--- config.mk ---
export PLATFORM = sky130hd
export DESIGN_NAME = dma_burst_sequencer
export DESIGN_NICKNAME = d
export VERILOG_FILES = /design/src/rtl/dma_pkg.sv /design/src/rtl/dma_burst_calc.sv /design/src/rtl/dma_burst_sequencer.sv
export SDC_FILE = /design/constraint.sdc
export NUM_CORES = 1
export LEC_CHECK = 0
export CORE_MARGIN = 2
export CORE_UTILIZATION = 30
export CTS_BUF_LIST = sky130_fd_sc_hd__clkbuf_4 sky130_fd_sc_hd__clkbuf_8
export DETAILED_ROUTE_END_ITERATION = 7
export GPL_TIMING_DRIVEN = 0
export PLACE_DENSITY_LB_ADDON = 0.08
export SYNTH_ARGS = -nofsm -noshare
export SYNTH_HDL_FRONTEND = slang
export SYNTH_SLANG_ARGS = --single-unit
--- constraint.sdc ---
create_clock -name m_axi_aclk -period 5.85 [get_ports m_axi_aclk]
set_input_delay 0.585 -clock m_axi_aclk [delete_from_list [all_inputs] [get_ports m_axi_aclk]]
set_output_delay 0.585 -clock m_axi_aclk [all_outputs]
set_load 0.03 [all_outputs]
--- src/rtl/dma_pkg.sv ---
// Shared types and constants for the DMA burst sequencer.
package dma_pkg;

  // Bursts may not cross this address boundary.
  localparam int BOUNDARY_BYTES = 4096;
  localparam int OFFS_W         = $clog2(BOUNDARY_BYTES);

  typedef enum logic [2:0] {
    IDLE    = 3'd0,
    CALC    = 3'd1,
    ISSUE   = 3'd2,
    WAIT_HI = 3'd3,
    WAIT_LO = 3'd4
  } dma_state_e;

  // Burst command as presented to the DMA channel (address carried separately).
  typedef struct packed {
    logic [7:0] len;
    logic [2:0] size;
  } burst_cmd_t;

endpackage

--- src/rtl/dma_burst_calc.sv ---
// Burst length: min(remaining beats, MAX_BURST, beats left before the 4 KB boundary).
module dma_burst_calc
  import dma_pkg::*;
#(
  parameter int BEATS_WIDTH = 16,
  parameter int MAX_BURST   = 256
) (
  input  logic [OFFS_W-1:0]      addr,
  input  logic [BEATS_WIDTH-1:0] remaining,
  input  logic [2:0]             size,
  output logic [8:0]             burst
);

  // Wide enough for the boundary constant and the remaining count.
  localparam int CW = (BEATS_WIDTH > OFFS_W + 1) ? BEATS_WIDTH : OFFS_W + 1;

  logic [CW-1:0] to_4k;
  logic [CW-1:0] lim;

  // Address is size-aligned, so to_4k is never zero.
  always_comb begin
    to_4k = (CW'(BOUNDARY_BYTES) - CW'(addr)) >> size;
    lim   = CW'(remaining);
    if (CW'(MAX_BURST) < lim) lim = CW'(MAX_BURST);
    if (to_4k < lim)          lim = to_4k;
    burst = 9'(lim);
  end

endmodule

--- src/rtl/dma_burst_sequencer.sv ---
// Splits a DMA job into bursts that respect MAX_BURST and the 4 KB boundary.
// One instance drives one channel; read and write paths each get their own.
module dma_burst_sequencer
  import dma_pkg::*;
#(
  parameter int ADDR_WIDTH  = 32,
  parameter int BEATS_WIDTH = 16,
  parameter int MAX_BURST   = 256
) (
  input  logic                   m_axi_aclk,
  input  logic                   m_axi_aresetn,
  input  logic                   job_valid_i,
  output logic                   job_ready_o,
  input  logic [ADDR_WIDTH-1:0]  job_addr_i,
  input  logic [BEATS_WIDTH-1:0] job_beats_i,
  input  logic [2:0]             job_size_i,
  output logic                   dma_start_o,
  output logic [ADDR_WIDTH-1:0]  dma_addr_o,
  output logic [7:0]             dma_len_o,
  output logic [2:0]             dma_size_o,
  input  logic                   dma_busy_i,
  output logic                   busy_o,
  output logic                   done_o
);

  dma_state_e             state_q, state_d;
  logic [ADDR_WIDTH-1:0]  addr_q, addr_d;
  logic [BEATS_WIDTH-1:0] rem_q, rem_d;
  logic [2:0]             size_q, size_d;
  logic [8:0]             burst_q, burst_d;
  logic [ADDR_WIDTH-1:0]  cmd_addr_q, cmd_addr_d;
  burst_cmd_t             cmd_q, cmd_d;
  logic                   done_q, done_d;
  logic [8:0]             burst_c;

  dma_burst_calc #(
    .BEATS_WIDTH (BEATS_WIDTH),
    .MAX_BURST   (MAX_BURST)
  ) u_calc (
    .addr      (addr_q[OFFS_W-1:0]),
    .remaining (rem_q),
    .size      (size_q),
    .burst     (burst_c)
  );

  // Next-state and datapath updates.
  always_comb begin
    state_d    = state_q;
    addr_d     = addr_q;
    rem_d      = rem_q;
    size_d     = size_q;
    burst_d    = burst_q;
    cmd_addr_d = cmd_addr_q;
    cmd_d      = cmd_q;
    done_d     = 1'b0;
    case (state_q)
      IDLE: begin
        if (job_valid_i) begin
          if (job_beats_i == '0) begin
            // Empty job: acknowledge completion without touching the channel.
            done_d = 1'b1;
          end else begin
            addr_d  = job_addr_i & ({ADDR_WIDTH{1'b1}} << job_size_i);
            rem_d   = job_beats_i;
            size_d  = job_size_i;
            state_d = CALC;
          end
        end
      end
      CALC: begin
        // Command fields are latched here so they stay stable until the next start.
        burst_d    = burst_c;
        cmd_addr_d = addr_q;
        cmd_d.len  = 8'(burst_c - 9'd1);
        cmd_d.size = size_q;
        state_d    = ISSUE;
      end
      ISSUE: begin
        addr_d  = addr_q + (ADDR_WIDTH'(burst_q) << size_q);
        rem_d   = rem_q - BEATS_WIDTH'(burst_q);
        state_d = WAIT_HI;
      end
      WAIT_HI: begin
        if (dma_busy_i) state_d = WAIT_LO;
      end
      WAIT_LO: begin
        if (!dma_busy_i) begin
          if (rem_q != '0) begin
            state_d = CALC;
          end else begin
            done_d  = 1'b1;
            state_d = IDLE;
          end
        end
      end
      default: state_d = IDLE;
    endcase
  end

  // State and datapath registers; reset drops any job in flight.
  always_ff @(posedge m_axi_aclk or negedge m_axi_aresetn) begin
    if (!m_axi_aresetn) begin
      state_q    <= IDLE;
      addr_q     <= '0;
      rem_q      <= '0;
      size_q     <= '0;
      burst_q    <= '0;
      cmd_addr_q <= '0;
      cmd_q      <= '0;
      done_q     <= 1'b0;
    end else begin
      state_q    <= state_d;
      addr_q     <= addr_d;
      rem_q      <= rem_d;
      size_q     <= size_d;
      burst_q    <= burst_d;
      cmd_addr_q <= cmd_addr_d;
      cmd_q      <= cmd_d;
      done_q     <= done_d;
    end
  end

  assign job_ready_o = (state_q == IDLE);
  assign busy_o      = (state_q != IDLE);
  assign dma_start_o = (state_q == ISSUE);
  assign dma_addr_o  = cmd_addr_q;
  assign dma_len_o   = cmd_q.len;
  assign dma_size_o  = cmd_q.size;
  assign done_o      = done_q;

endmodule
After elaboration in Yosys (flattened, before gate mapping)
Cells that the tools add are included.

word-level totals
  bits in registers = 107
  bits of input ports = 55
  output and inout bits = 47
  logic and storage cells = 55

operators by class
  $add $sub $neg = 4
  $lt $le $gt $ge = 2
  eq/ne operators = 8
  shift operators = 3
  mux-type cells = 19
  bitwise gates (word level) = 2
  reduce and logical (&&, ||, !) cells = 8

operator list
  cell                                                                          number
  32-bit 2-to-1 mux                                                             2
  32-bit one-hot mux with 2 select lines                                        1
  16-bit 2-to-1 mux                                                             3
  32-bit adder                                                                  1
  32-bit AND                                                                    1
  16-bit one-hot mux with 2 select lines                                        1
  32-bit by 3-bit << shifter with 32-bit output, first input constant           1
  9-bit by 3-bit << shifter with 32-bit output                                  1
  16-bit zero test                                                              1
  16-bit less-than comparator                                                   1
  9-bit by 16-bit less-than comparator with 1-bit output, first input constant  1
  16-bit nonzero test                                                           1
  16-bit by 3-bit right shift with 16-bit output                                1
  16-bit by 9-bit subtractor with 16-bit output                                 1
  3-bit one-hot mux with 5 select lines                                         1
  13-bit by 12-bit subtractor with 14-bit output, first input constant          1
  3-bit 2-to-1 mux                                                              4
  9-bit 2-to-1 mux                                                              1
  2-bit != test, second input constant                                          4
  8-bit by 1-bit subtractor with 8-bit output, second input constant            1
  3-bit by 2-bit == test with 1-bit output, second input constant               2
  3-bit AND reduction                                                           2
  1-bit 2-to-1 mux                                                              5
  4-bit AND reduction                                                           1
  7 further kinds                                                               7

Depth between registers and ports, before layout
Gate-level depths: netlist (run 1).

  word-level depth = 5
  mapped depth = 24
  depth with buffers taken out = 23

Hierarchy
A second synthesis (run 1) with hierarchy kept.

unflattened totals
  cell total of the unflattened synthesis = 978
  area, all modules = 7877.6 um2

by module, submodules not included
  module               times used  cells an instance  area an instance (um2)  seq. area each (um2)
  dma_burst_sequencer  1           736                6272.3                  2677.6
  dma_burst_calc       1           242                1605.3                  0.0

Least setup slack after synthesis (run 1)
OpenSTA, ideal clock, no wires.

  path kind = register -> register
  start point = register addr_q[1]
  end point = register cmd_q (netlist bit dma_len_o[6])
  setup time = 0.128 ns
  data arrival time = 4.746 ns
  data required time = 5.722 ns
  setup slack = 0.976 ns
  cell stages (with the launch flop) = 21
  buffers on the path = 0
  clock period less this slack = 4.874 ns
  cells stage by stage = dfrtp_1 inv_1 ha_1 nor4b_1 nand2_1 or3_1 mux2_2 a221o_1 a21oi_1 ha_1 a21oi_1 o211ai_1 a31oi_1 o21a_2 mux2_4 ha_1 and3b_1 nor3b_1 xor2_1 o22ai_1 nor3_1

between the ends
  cells in the longest elaborated chain, start to end = 5

ends and longest elaborated chain
  what                                                RTL line                    text
  from (decl)                                         dma_burst_sequencer.sv:27   logic [ADDR_WIDTH-1:0] addr_q, addr_d;
  from (signal assigned)                              dma_burst_sequencer.sv:113  addr_q <= addr_d;
  13-bit by 12-bit subtractor with 14-bit output (*)  dma_burst_calc.sv:22        to_4k = (CW'(BOUNDARY_BYTES) - CW'(addr)) >> size;
  16-bit by 3-bit right shift with 16-bit output (*)  dma_burst_calc.sv:22
  16-bit less-than comparator                         dma_burst_calc.sv:25        if (to_4k < lim) lim = to_4k;
  9-bit 2-to-1 mux (*)                                dma_burst_calc.sv:25
  8-bit by 1-bit subtractor with 8-bit output (*)     dma_burst_sequencer.sv:74   cmd_d.len = 8'(burst_c - 9'd1);
  to (signal assigned)                                dma_burst_sequencer.sv:118  cmd_q <= cmd_d;
  to (decl)                                           dma_burst_sequencer.sv:32   burst_cmd_t cmd_q, cmd_d;

Mark *: on every way between the ends. The rest lies on a longest branch, timed or not.
A chain may end at the register's enable or synchronous reset.

Worst setup path after layout (run 1)
  start point = register addr_q[0]
  end point = register cmd_q (netlist bit dma_len_o[6])

Same word-level chain as after synthesis.

==> flow_metrics.tcl, run 1 <==
set metrics [dict create \
    htreeDepth 3 \
    drtIter0Drc 486 \
    fp-row-count 58 \
    num_vias 7617 \
    ys_seq_area_share_pct 34.61 \
    status "complete, no violations" \
    p_total_w 0.006560 \
    end_kind "flip-flop" \
    wirelength_um 27770 \
    tightest_slew_ns 1.280 \
    synth_cells 976 \
    maxCapViolCount 0 \
    min_period_ns 5.613 \
    die_w_um 164.6 \
    cts_setup_buffers 0 \
    cts_sinks 107 \
    grt_use_total_pct 21.04 \
    synth_top_flop_cell "dfrtp_1" \
    die_h_um 164.6 \
    drtPass1Iterations 5 \
    gp_congestion 0.8499 \
    cts_buffers 9 \
    routedWlPerCell_um 19.46 \
    cp_slowest_cell "dfrtp_2" \
    synth_area_sq_um 7736 \
    start_kind "flip-flop" \
    clkLatencyLatePin_ns 0.41 \
    place_ws_ns -0.06984 \
    diodes 0 \
    crit_chain "inv_1 -> ha_2 -> or4b_1 -> clkbuf_1 -> or3_1 -> and4_1 -> nor4_2 -> a21oi_2 -> ha_1 -> a21oi_1 -> o211ai_1 -> a31oi_2 -> o21a_2 -> buf_6 -> nor2_1 -> a21oi_2 -> ha_1 -> and3b_1 -> nor3b_1 -> xor2_1 -> o22ai_1 -> nor3_1" \
    grt_max_degree 80 \
    slowest_delay_ns 0.49 \
    crit_type "flip-flop to flip-flop" \
    cp.buffers_inverters 3 \
    route.detailed.drc 0 \
    hold_class "primary input to async pin" \
    ant_nets 0 \
    synth-edff-count 0 \
    cpLargestDelayFamily "simple AND/OR/NAND/NOR gates" \
    cts.clk_slew.worst_paths_ns 0.13 \
    yosys_warnings 0 \
    ioPinCount 102 \
    hold_viol 0 \
    syn2layout_area_growth_pct 21.91 \
    cts_tree "built" \
    synth_cell_types 85 \
    total_leakage_power_nw 4.000 \
    finalClockSkew_ns 0.01982 \
    cts-root-buf "clkbuf_8" \
    viasPerCell 5.338 \
    cts_buffer_depth 2 \
    grt_remaining_overflow 0 \
    worst_slack_ns 0.2374 \
    path_max_fanout 10 \
    arrival_ns 5.92 \
    ys_seq_elements 107 \
    antenna_found_initial 1 \
    port_buffers 101 \
    rsz0062_at_grt "true" \
    maxSlewHeadroom_pct 14.53 \
    synthArstFlopShare_pct 100.0 \
    n_fill_cell 2705 \
    final_nets 1187 \
    start_util_pct 30.63 \
    cp.required_ns 6.16 \
    grt_pass1_vias 7620 \
    die_area_sq_um 27090 \
    core_area_sq_um 25250 \
    finalCritPeriodShare_pct 95.94 \
    finalSetupViolCount 0 \
    ir_drop_uv 224.3 \
    utilization_pct 37.35 \
    drive_above_1_share_pct 5.925 \
    place_hpwl_um 21280 \
    p_per_area_nw_per_um2 695.5 \
    synth.avg_cell_area_sq_um 7.926 \
    slew_violations 0 \
    grt_pass1_wl_um 43260 \
    fmax_mhz 178.2 \
]
[power breakdown]
part	internal (W)	total, W	switching, W
combinational	0.00178	0.00461	0.00283
sequential	0.00111	0.00148	0.000369
clock	0.000163	0.000471	0.000308
[layout by cell type, fill, tap and decap left out, types with 10 or more instances in the layout]
cell,count
nand2_1,191
dfrtp_1,105
clkdlybuf4s50_1,100
nor2_1,77
o21ai_0,55
clkbuf_1,48
a21oi_1,48
inv_1,45
ha_1,37
nand3_1,24
and3_1,22
nor3_1,16
a31oi_1,16
a211oi_1,16
nor4_1,13
or3_1,12
mux2i_1,12
o211ai_1,12
xnor2_1,11
a21o_1,10
xor2_1,10
o22ai_1,10
a311oi_1,10
[flip-flops by register name, indices dropped and copies added, names as in the netlist]
signal / count
done_o: 1
addr_q: 32
rem_q: 16
state_q: 3
size_q: 3
dma_addr_o: 32
dma_size_o: 3
dma_len_o: 8
burst_q: 9
[per-stage QoR]
step                      std cells  area [sq um]  hold slack (ns)  TNS (ns)
after floorplan                 979          7747           0.2894         0
after global placement         1410          9171           0.4647    -56.58
final                          1427          9432          0.02992         0
after CTS                      1427          9387          0.02835         0
after detailed placement       1411          9200           0.4617  -0.06984
after global routing           1427          9432          0.03804  -0.08210
[logic make-up (layout without fill, tap and decap cells)]
| group | after synthesis | count (layout) | synth area share (%) |
|---|---|---|---|
| xor gates and xnor gates | 21 | 21 | 2.377 |
| muxes | 16 | 16 | 2.183 |
| buffers and inverters | 108 | 226 | 5.402 |
| DFF | 107 | 107 | 34.61 |
| and+or+nand+nor | 418 | 418 | 25.26 |
| adders and majority gates | 41 | 41 | 6.809 |
| other | 1 | 4 | 0.04847 |
| AOI/OAI and AO/OA | 264 | 264 | 23.31 |
[cell type report]
| type | count | area (sq um) | share of cell area (%) |
|---|---|---|---|
| flip-flops and latches | 107 | 2680 | 28.42 |
| repair buffers | 102 | 1040 | 11.02 |
| clock inverters | 7 | 58.81 | 0.6235 |
| well taps | 330 | 412.9 | 4.378 |
| clock buffers | 9 | 123.9 | 1.313 |
| multi-input cells | 764 | 4698 | 49.81 |
| plain buffers | 59 | 234.0 | 2.481 |
| inverters | 49 | 183.9 | 1.950 |
[layer usage]
| metal | up-vias | GRT usage (%) | share of wire, % |
|---|---|---|---|
| met1 | 3683 | 27.28 | 46 |
| met3 | 29 | 2.913 | 3.5 |
| li1 | 3741 | - | - |
| met2 | 162 | 36.53 | 49 |
| met4 | 2 | 6.047 | 1.9 |
| met5 | - | 0 | 0.036 |
[repair_timing]
action	4_1_cts	5_1_grt
hold endpoints to repair	0	0
endpoints found under the setup margin	1	11
hold buffers	0	0
gates resized for setup	2	12
[synth_stat cells, types with 3 or more instances]
master | instances | area share [%]
nand4_1 | 6 | 0.49
nand3_1 | 24 | 1.6
nor2b_1 | 7 | 0.57
a211o_1 | 4 | 0.45
o311ai_0 | 5 | 0.57
buf_1 | 8 | 0.39
nand2_1 | 191 | 9.3
xor2_1 | 10 | 1.1
nand2b_1 | 5 | 0.40
a31oi_1 | 17 | 1.4
a21oi_1 | 49 | 3.2
o21ai_1 | 8 | 0.52
a22oi_1 | 3 | 0.29
o41ai_1 | 4 | 0.45
o22ai_1 | 10 | 0.81
dfrtp_1 | 107 | 35
a221o_1 | 6 | 0.78
nor3_1 | 17 | 1.1
nor3b_1 | 6 | 0.58
mux2i_1 | 12 | 1.6
and3_1 | 22 | 1.8
o211ai_1 | 12 | 1.2
xnor2_1 | 11 | 1.2
mux2_2 | 3 | 0.44
a211oi_1 | 16 | 1.6
o21ai_0 | 55 | 3.6
ha_1 | 38 | 6.1
or4_1 | 4 | 0.39
o31ai_1 | 7 | 0.68
a21boi_0 | 6 | 0.58
a21o_1 | 10 | 0.97
or3_1 | 12 | 0.97
clkbuf_1 | 48 | 2.3
inv_1 | 46 | 2.2
and2_1 | 6 | 0.49
a311oi_1 | 10 | 1.1
a2111oi_0 | 4 | 0.45
nor4_1 | 14 | 1.1
or2_2 | 6 | 0.49
o21a_1 | 7 | 0.68
nor2_1 | 77 | 3.7
[worst paths after layout]
path	endpoint	startpoint	slack, ns	depth (start not counted)
max	dma_len_o[6]	addr_q[0]	0.24	22
max in group asynchronous	addr_q[1]	m_axi_aresetn	5.06	2
min reg2reg	dma_addr_o[8]	dma_addr_o[8]	0.49	2
min	state_q[2]	m_axi_aresetn	0.03	1
max reg2reg	dma_len_o[6]	addr_q[0]	0.24	22
min in group m_axi_aclk	dma_addr_o[8]	dma_addr_o[8]	0.49	2
(Power assumes the default switching activity.)
==> inputs of run 2 (changes only) <==
CORE_ASPECT_RATIO = 1.25   (was unset)
==> flow_metrics.tcl, run 2 (synthesis gave the netlist of run 1 again) <==
set metrics [dict create \
    dpl.cell_count 1416 \
    p_per_area_nw_per_um2 698.6 \
    cts_buffer_depth 2 \
    grt_remaining_overflow 0 \
    rrSetupSlack_ns 0.43 \
    ir_drop_uv 229.6 \
    cts-root-buf "clkbuf_8" \
    cp.required_ns 6.18 \
    grt_use_total_pct 20.80 \
    diodes 0 \
    cts.clk_slew.worst_paths_ns 0.12 \
    finalClockSkew_ns 0.01740 \
    n_fill_cell 2662 \
    finalSetupViolCount 0 \
    syn2layout_area_growth_pct 22.51 \
    finalCritPeriodShare_pct 92.72 \
    r2r-start "addr_q[0]" \
    routedWlPerCell_um 19.35 \
    crit_type "flip-flop to flip-flop" \
    ff2ff_path_depth 22 \
    antenna_found_initial 0 \
    hold_class "primary input to async pin" \
    clkLatencyLatePin_ns 0.42 \
    crit_start "addr_q[0]" \
    cts_buffers 9 \
    pwr-share-clk_pct 7.9 \
    setup_tns_ns 0 \
    p_sw_share_pct 52.87 \
    worst_slack_ns 0.4259 \
    route.detailed.drc 0 \
    port_buffers 101 \
    cts_tree "built" \
    die_w_um 147.6 \
    drtPass1Iterations 4 \
    slew_violations 0 \
    num_vias 7598 \
    drtIter0Drc 444 \
    path_max_fanout 10 \
    layout_commonest_cell "nand2_1" \
    min_period_ns 5.424 \
    p_total_w 0.006622 \
    die_area_sq_um 27100 \
    r2r_end "dma_len_o[6]" \
    place_hpwl_um 21120 \
    total_leakage_power_nw 4.022 \
    place_ws_ns -0.09664 \
    fmax_mhz 184.4 \
    core_area_sq_um 25290 \
    p_int_w 0.003121 \
    fp-row-count 65 \
    placed_cell_area_sq_um 9206 \
    final_nets 1187 \
    gp_congestion 0.8983 \
    die_h_um 183.5 \
    multi_input_area_sq_um 4707 \
    htreeDepth 3 \
    fin_cells 1432 \
    hold_viol 0 \
    ioPinCount 102 \
    combPwrFrac_pct 69.9 \
    fin_area_sq_um 9478 \
    postCtsHoldBufs 0 \
    status "complete, no violations" \
    grt_pass1_vias 7570 \
    end_kind "flip-flop" \
    tightest_slew_ns 1.153 \
    wirelength_um 27710 \
    viasPerCell 5.306 \
    maxCapViolCount 0 \
    grt_pass1_wl_um 43480 \
    p_switching_w 0.003501 \
    seq_power_share_pct 22.2 \
    cts_sinks 107 \
    final_cell_mix "nand2_1 (190), dfrtp_1 (105), clkdlybuf4s50_1 (100)" \
    ant_nets 0 \
    start_kind "flip-flop" \
    drive_above_1_share_pct 6.108 \
    seqCellArea_sq_um 2680 \
    arrival_ns 5.76 \
    start_util_pct 30.59 \
    rsz0062_at_grt "false" \
    maxSlewHeadroom_pct 22.84 \
    grt_max_degree 58 \
]
-- run 2: through the flow --
stage	hold WS (ns)	utilization (%)
2_1_floorplan	0.2894	-
3_3_place_gp	0.4630	36.28
3_5_place_dp	0.4616	36.40
4_1_cts	0.1106	37.24
5_1_grt	0.1310	37.47
6_report	0.1045	37.47
-- run 2: power groups by stage --
stage | Sequential, W | Clock [W] | Combinational (W)
2_1_floorplan | 0.00164 | 0 | 0.00296
3_5_place_dp | 0.00148 | 0 | 0.00457
5_1_grt | 0.00153 | 0.000566 | 0.00516
3_3_place_gp | 0.00149 | 0 | 0.00457
4_1_cts | 0.00147 | 0.000537 | 0.00460
6_report | 0.00147 | 0.000523 | 0.00463
-- run 2: worst max path at each step --
stage                     cells past startpoint       endpoint  slack (ns)
after floorplan                              20   dma_len_o[6]        0.98
after global placement                        1  dma_addr_o[6]       -0.47
after detailed placement                     22   dma_len_o[6]        -0.1
after CTS                                    22   dma_len_o[6]        0.02
after global routing                         23   dma_len_o[6]       0.005
final                                        22   dma_len_o[6]        0.43
-- run 2: layout make-up --
type / count / share of cell area [%]
multi-input cells: 764 / 49.66
flip-flops and latches: 107 / 28.28
repair buffers: 102 / 10.97
well taps: 335 / 4.422
plain buffers: 59 / 2.508
inverters: 49 / 1.941
clock buffers: 11 / 1.597
clock inverters: 5 / 0.6205
-- run 2: routing by layer --
metal | part of all wire [%] | wire, um | vias to the layer above | global-route usage (%)
met1 | 45 | 12340 | 3679 | 26.59
met4 | 2.3 | 646 | 0 | 6.538
met2 | 50 | 13870 | 152 | 36.43
met5 | 0 | 0 | - | 0
li1 | - | - | 3733 | -
met3 | 3.1 | 859 | 34 | 2.630
-- run 2: repair_timing --
item / 4_1_cts / 5_1_grt
setup endpoints to repair: 1 / 19
buffers inserted: 0 / 0
resized for setup: 2 / 18
-- run 2: worst max-delay path: stages (launching register included) --
cell and delay (ns):
dfrtp_2 0.51, inv_1 0.14, ha_2 0.26, or4b_1 0.44
clkbuf_1 0.18, or3_1 0.44, and4_1 0.26, nor4_4 0.34
a21oi_4 0.09, ha_1 0.36, a21oi_1 0.20, o211ai_1 0.13
a31oi_2 0.27, o21a_2 0.26, buf_6 0.18, nor2_1 0.07
a21oi_2 0.13, ha_1 0.22, and3b_1 0.22, nor3b_1 0.25
xor2_1 0.17, o22ai_1 0.10, nor3_1 0.13
==> inputs of run 3 (changes only) <==
CORE_ASPECT_RATIO = 0.6   (was 1.25)
CTS_CLUSTER_DIAMETER = 50   (was unset)
==> flow_metrics.tcl, run 3 (synthesis gave the netlist of run 1 again) <==
set metrics [dict create \
    fin_cells 1429 \
    ir_drop_uv 170.7 \
    crit_chain "inv_1 -> ha_2 -> nor4b_2 -> nand2_1 -> or3_1 -> mux2_2 -> a221o_1 -> a21oi_4 -> ha_1 -> a21oi_1 -> o211ai_1 -> a31oi_2 -> o21a_2 -> buf_4 -> mux2_4 -> ha_1 -> and3b_1 -> nor3b_2 -> xor2_1 -> o22ai_1 -> nor3_1" \
    grt_pass1_wl_um 44560 \
    finalSetupViolCount 0 \
    diodes 0 \
    cp.required_ns 6.18 \
    ioPinCount 102 \
    hold_class "primary input to async pin" \
    seq_power_share_pct 21.9 \
    fp-row-count 45 \
    start_util_pct 30.53 \
    num_vias 7758 \
    routedWlPerCell_um 20.70 \
    cp_common_cell "ha_1" \
    status "complete, no violations" \
    p_sw_share_pct 54.13 \
    maxSlewHeadroom_pct 25.33 \
    grt_pass1_vias 7177 \
    total_leakage_power_nw 4.031 \
    clkLatencyLatePin_ns 0.44 \
    cts_sinks 107 \
    fin_hold_ws_ns 0.01632 \
    grt_max_degree 75 \
    wirelength_um 29590 \
    die_h_um 128.4 \
    path_max_fanout 9 \
    slew_violations 0 \
    pwr-share-clk_pct 7.0 \
    drtPass1Iterations 7 \
    fmax_mhz 178.4 \
    maxCapViolCount 0 \
    p_per_area_nw_per_um2 711.7 \
    syn2layout_area_growth_pct 22.69 \
    drive_above_1_share_pct 6.636 \
    antenna_found_initial 0 \
    crit_type "flip-flop to flip-flop" \
    arrival_ns 5.94 \
    cts_tree "built" \
    route.detailed.drc 0 \
    min_period_ns 5.606 \
    p_total_w 0.006756 \
    place_hpwl_um 22700 \
    cts.clk_slew.worst_paths_ns 0.11 \
    p_int_w 0.003099 \
    gp_congestion 0.8572 \
    p_switching_w 0.003656 \
    cp_slowest_cell "dfrtp_1" \
    grt_use_total_pct 22.15 \
    cts_buffer_depth 2 \
    die_area_sq_um 27130 \
    viasPerCell 5.429 \
    htreeDepth 3 \
    die_w_um 211.3 \
    hold_viol 0 \
    port_buffers 101 \
    ant_nets 0 \
    finalClockSkew_ns 0.01489 \
    slowest_delay_ns 0.51 \
    layout_commonest_cell "nand2_1" \
    dpl.cell_count 1410 \
    finalCritPeriodShare_pct 95.82 \
    core_area_sq_um 25340 \
    grt_remaining_overflow 0 \
    ff2ff_path_depth 21 \
    final_cell_mix "nand2_1 (191), dfrtp_1 (106), clkdlybuf4s50_1 (100)" \
    drtIter0Drc 715 \
    cts_buffers 9 \
    start_kind "flip-flop" \
    combPwrFrac_pct 71.1 \
    tightest_slew_ns 1.118 \
    end_kind "flip-flop" \
    cts-root-buf "clkbuf_8" \
    final_nets 1190 \
]
[run 3: what timing repair did]
item	CTS	global route
setup endpoints to repair	2	18
cloned	0	0
pin swaps	0	2
buffers inserted	0	3
hold endpoints to repair	0	0
resized for setup	4	19
hold buffers	0	0
[run 3: layer usage]
| metal | vias to the layer above | wire, um | global-route usage (%) |
|---|---|---|---|
| met3 | 23 | 2324 | 5.956 |
| met4 | 0 | 311 | 4.184 |
| met1 | 3716 | 16600 | 37.47 |
| met2 | 268 | 10350 | 26.37 |
| li1 | 3751 | - | - |
| met5 | - | 0 | 0 |
[run 3: power groups by stage]
stage | clock (W) | combinational [W] | sequential (W)
floorplan | 0 | 0.00296 | 0.00164
global placement | 0 | 0.00462 | 0.00149
detailed placement | 0 | 0.00462 | 0.00148
CTS | 0.000491 | 0.00467 | 0.00147
global route | 0.000523 | 0.00530 | 0.00153
finish | 0.000474 | 0.00480 | 0.00148
[run 3: final timing paths]
path,startpoint,end,slack (ns)
setup / recovery,addr_q[0],dma_len_o[6],0.24
hold / removal,m_axi_aresetn,dma_addr_o[4],0.02
setup reg to reg,addr_q[0],dma_len_o[6],0.24
hold reg to reg,dma_addr_o[3],dma_addr_o[3],0.48
max in group asynchronous,m_axi_aresetn,addr_q[7],5.07
min in group m_axi_aclk,dma_addr_o[3],dma_addr_o[3],0.48
[run 3: cell type report]
type                    instances  area (sq um)
clock buffers                  12         152.6
repair buffers                105          1062
flip-flops and latches        107          2679
fillers                      2672         15850
multi-input cells             764          4740
plain buffers                  59         236.5
inverters                      49         183.9
well taps                     329         411.6
clock inverters                 4         26.28
[run 3: through the flow]
step                      setup TNS [ns]  util, %  worst slack (ns)  instance area [sq um]
after floorplan                        0        -            0.9759                   7747
after global placement            -61.63    36.19           -0.5959                   9170
after detailed placement         -0.2231    36.31           -0.2231                   9199
after CTS                              0    37.08         0.0005183                   9394
after global routing            -0.01154    37.46          -0.01154                   9492
final                                  0    37.46            0.2444                   9492
[run 3: critical path: cells and delay by family, from the launching register on]
family          cells  cell delay [ns]
fa+ha+maj           3             0.81
mux                 2             0.64
buf+inv             2             0.30
xor+xnor            1             0.16
flops               1             0.51
simple gates        6             1.33
compound gates      7             1.74
